<file path="config.mk">
export PLATFORM = sky130hd
export DESIGN_NAME = booth_iter_counter
export DESIGN_NICKNAME = d
export VERILOG_FILES = /design/src/rtl/booth_iter_counter.sv
export SDC_FILE = /design/constraint.sdc
export NUM_CORES = 1
export LEC_CHECK = 0
export BUFFER_PORTS_ARGS = -buffer_cell sky130_fd_sc_hd__buf_2
export CORE_AREA = 2 2 39 41
export DETAILED_ROUTE_END_ITERATION = 7
export DIE_AREA = 0 0 41 43
export PLACE_DENSITY = 0.73
export SLEW_MARGIN = 25
export SYNTH_ARGS = -nofsm -noshare
export SYNTH_HDL_FRONTEND = slang
export SYNTH_SLANG_ARGS = --single-unit
</file>
<file path="constraint.sdc">
create_clock -name clk -period 1.6 [get_ports clk]
set_input_delay 0.48 -clock clk [delete_from_list [all_inputs] [get_ports clk]]
set_output_delay 0.48 -clock clk [all_outputs]
set_load 0.01 [all_outputs]
</file>
<file path="src/rtl/booth_iter_counter.sv">
// Iteration counter/sequencer for multi-cycle datapaths (Booth multiplier,
// shift-add divider). Loads INIT or ld_val on start, counts down on dec and
// reports busy, last, eqz and a one-cycle done through a start/done handshake.
// Optional macro BOOTH_ITER_RADIX4_EN adds a step2 input for decrement-by-2 steps.
module booth_iter_counter #(
  parameter int unsigned WIDTH = 6,
  parameter int unsigned INIT  = 32
) (
  input  logic             clk,
  input  logic             rst,
  input  logic             start,
  input  logic             ld_sel,
  input  logic [WIDTH-1:0] ld_val,
  input  logic             dec,
`ifdef BOOTH_ITER_RADIX4_EN
  input  logic             step2,
`endif
  input  logic             abort,
  output logic [WIDTH-1:0] count,
  output logic             eqz,
  output logic             last,
  output logic             busy,
  output logic             done
);

  typedef enum logic [1:0] {StIdle, StRun, StDone} state_e;

  state_e           state_q, state_d;
  logic [WIDTH-1:0] count_q, count_d;
  logic [WIDTH-1:0] load_val;
  logic [WIDTH-1:0] step_amt;
  logic             use_step2;
  logic             final_step;

`ifdef BOOTH_ITER_RADIX4_EN
  assign use_step2 = step2;
`else
  assign use_step2 = 1'b0;
`endif

  // Load value, step size and whether a dec this cycle ends the run.
  always_comb begin
    load_val   = ld_sel ? ld_val : WIDTH'(INIT);
    step_amt   = use_step2 ? WIDTH'(2) : WIDTH'(1);
    // Radix-4 steps saturate at 0, so an odd count still finishes cleanly.
    final_step = use_step2 ? (count_q <= WIDTH'(2)) : (count_q == WIDTH'(1));
  end

  // Next-state and next-count decode; abort outranks dec, start ignored in RUN.
  always_comb begin
    state_d = state_q;
    count_d = count_q;
    unique case (state_q)
      StIdle: begin
        if (start) begin
          count_d = load_val;
          state_d = (load_val != '0) ? StRun : StDone;
        end
      end
      StRun: begin
        if (abort) begin
          count_d = '0;
          state_d = StIdle;
        end else if (dec) begin
          if (final_step) begin
            count_d = '0;
            state_d = StDone;
          end else begin
            count_d = count_q - step_amt;
          end
        end
      end
      StDone: begin
        // Back-to-back start avoids an idle bubble between runs.
        if (start) begin
          count_d = load_val;
          state_d = (load_val != '0) ? StRun : StDone;
        end else begin
          count_d = '0;
          state_d = StIdle;
        end
      end
      default: begin
        count_d = '0;
        state_d = StIdle;
      end
    endcase
  end

  // State and count registers with asynchronous reset.
  always_ff @(posedge clk or posedge rst) begin
    if (rst) begin
      state_q <= StIdle;
      count_q <= '0;
    end else begin
      state_q <= state_d;
      count_q <= count_d;
    end
  end

  // Outputs decode registered state/count only (last also sees step2).
  always_comb begin
    count = count_q;
    eqz   = (count_q == '0);
    busy  = (state_q == StRun);
    done  = (state_q == StDone);
    last  = busy & final_step;
  end

endmodule

</file>
==> flow_summary.toml <==
[outcome]
outcome = "finished with violations"
violations = "DRC, setup timing"

[pwr]
switching_share_pct = 43.9
power_per_cell_area_nw_per_um2 = 1950
ir_worst_vdd_v = 0.000782
power.total_mw = 1.81
pwr-share-seq_pct = 22.4
internal_power_mw = 1.02
power_leakage_nw = 0.457
p_sw_mw = 0.795
clock_power_share_pct = 9.0
p_comb_share_pct = 68.5

[floorplan]
die-area_um2 = 1760
coreArea_um2 = 1380
start_util_pct = 42.2
pin_count = 22
die_h_um = 43
die_w_um = 41
rows = 14

[clock_tree]
cts_max_level = 1
worstSkewPairLatency_ps = 260
clk_pin_slew_worst_paths_ps = 60
cts_hold_buf = 0
cts_tree = "yes"
cts_num_sinks = 8
clockBufferDepth = 2
root_buffer = "clkbuf_4"
numCtsBuffers = 3

[global_routing]
grt_pass1_vias = 709
antenna_found_initial = 0
grt_max_degree = 9
track_usage_pct = 26.7
grt_overflow_total = 0
grt_pass1_wl_um = 3130

[job]
max-cap-violations = 0

[final_layout]
antenna_cells = 0
final_cells = 132
area_growth_pct = 59.3
final_net_count = 132
drive_gt1_share_pct = 51.7
final.fill_count = 113
finish.instance_area_um2 = 931

[timing]
min_period_ps = 1770
finalMaxSlewViolations = 0
fmax_ghz = 0.566
tns_ps = -262
hold_viol = 0
relSlewSlack_pct = 76.9
worst_slack_ps = -165
fin_worst_skew_ps = 3.38
tightest_slew_ps = 346
hold_ws_ps = 171
setup_viol = 2
min_period_over_period_pct = 110
rsz0062_at_grt = "true"

[logic_synthesis]
syn_avg_cell_area_um2 = 8.23
async_reset_ff_share_pct = 100
syn-instance-count = 71
yosys_register_bits = 8
synth_edf_count = 0
yosysWarnings = 0
syn_area_um2 = 584
ys_dominant_reg_cell = "dfrtp_1"
yosysSeqAreaShare_pct = 34.3
ys_types = 29
synth_nets = 85

[worst_setup_path]
cp.required_ps = 1120
arrival_ps = 1290
slowest_delay_ps = 430
cp_slowest_cell = "dfrtp_1"
cp_max_fo = 4
cp.depth = 4
critPathTopFamily = "simple AND/OR/NAND/NOR gates"
rr_worst_depth = 4
crit_buf_inv = 1
crit_chain = "nor3_2 -> nand2_1 -> nor2_1 -> buf_2"
crit_type = "reg2out"
endpoint_kind = "output pin"
startpoint_type = "flop"

[placement]
place_area_um2 = 764
place_inst = 115
place_congestion = 0.883
place_hpwl_um = 1310
io_buffer_count = 21

[routing]
routed_wl_um = 2060
drt-pass1-iter-count = 7
via_count = 743
ant_nets = 0
drc = 1
drtIter0Drc = 24
viasPerCell = 5.63
wl_per_cell_um = 15.6

[hold_path]
min_path_type = "in2async"
[per-layer routing]
layer	share of wire [%]	GRT usage (%)	vias to the layer above
li1	-	-	345
met1	39	34.0	343
met2	50	39.7	47
met3	7.7	3.66	8
met4	3.4	17.3	0
met5	0	0	-
[cell usage after synthesis, types with 2 or more instances]
| cell type | count | area (um2) |
|---|---|---|
| inv_1 | 7 | 26.3 |
| nand3_1 | 4 | 20.0 |
| o21ai_1 | 2 | 10.0 |
| nand2_1 | 6 | 22.5 |
| nor3_1 | 3 | 15.0 |
| a21oi_1 | 4 | 20.0 |
| dfrtp_1 | 8 | 200 |
| o21ai_0 | 2 | 10.0 |
| nor2_1 | 8 | 30.0 |
| a32oi_1 | 2 | 17.5 |
| ha_1 | 2 | 25.0 |
| nor2b_1 | 6 | 37.5 |
[state kept, by name, summed over array words and instances, names as in the netlist]
name / cells
state_q: 2
count: 6
[power by group through the flow]
stage | logic [mW] | registers (mW) | clock network, mW
finish | 1.24 | 0.406 | 0.164
global route | 1.34 | 0.414 | 0.176
CTS | 1.14 | 0.381 | 0.162
detailed placement | 0.828 | 0.385 | 0
global placement | 0.813 | 0.377 | 0
floorplan | 0.492 | 0.389 | 0
[metrics by stage]
| stage | utilization [%] | setup WS [ps] |
|---|---|---|
| after floorplan | - | 87.5 |
| after global placement | 55.2 | 36.9 |
| after detailed placement | 55.2 | -10.7 |
| after CTS | 65.2 | -101 |
| after global routing | 67.3 | -204 |
| final | 67.3 | -165 |
[timing repair]
| item | in CTS | in global routing |
|---|---|---|
| pin swaps | 2 | 4 |
| endpoints found under the setup margin | 2 | 4 |
| setup buffers | 13 | 3 |
| gates resized for setup | 6 | 6 |
[area by class of cell]
cell class | instances | area, um2 | area share, %
multi-input combinational | 55 | 385 | 41.4
sequential | 8 | 203 | 21.8
clock buffer | 3 | 22.5 | 2.42
timing repair buffer | 43 | 274 | 29.4
tap | 16 | 20.0 | 2.15
inverter | 7 | 26.3 | 2.82
[logic make-up (layout without fill, tap and decap cells)]
logic type | count (synthesis) | after routing | share of synthesized area (%)
buffers and inverters | 8 | 53 | 5.35
and+or+nand+nor | 33 | 33 | 30.6
adders and majority gates | 2 | 2 | 4.28
xor gates and xnor gates | 1 | 1 | 1.50
AOI/OAI and AO/OA | 19 | 19 | 24.0
DFF | 8 | 8 | 34.3
[worst reg2reg max path, delay by kind of cell (launching register included)]
kind | cells | cell delay (ps)
DFF | 1 | 450
and+or+nand+nor | 1 | 430
AOI/OAI and AO/OA | 3 | 580
[placed cells by master, fill, tap and decap left out, types with 2 or more instances in the layout]
master	synthesis	layout
a21oi_1	4	4
a32oi_1	2	2
buf_2	1	21
buf_4	0	21
clkbuf_4	0	3
dfrtp_1	8	6
dfrtp_2	0	2
inv_1	7	6
nand2_1	6	5
nand2_2	1	2
nand3_1	4	3
nor2_1	8	6
nor2_2	0	2
nor2b_1	6	6
nor3_1	3	2
nor3_2	1	2
o21ai_0	2	2
o21ai_1	2	2
[path summary, 6_finish.rpt]
kind                       startpoint  endpoint  slack [ps]
max in group asynchronous         rst  count[5]        1150
hold / removal                    rst  count[3]         170
setup / recovery             count[3]       eqz        -170
min in group clk            ld_val[2]  count[2]         520
hold reg to reg              count[5]  count[5]         610
setup reg to reg           state_q[0]  count[4]          60
No activity file was read; power rests on OpenSTA's default activity.
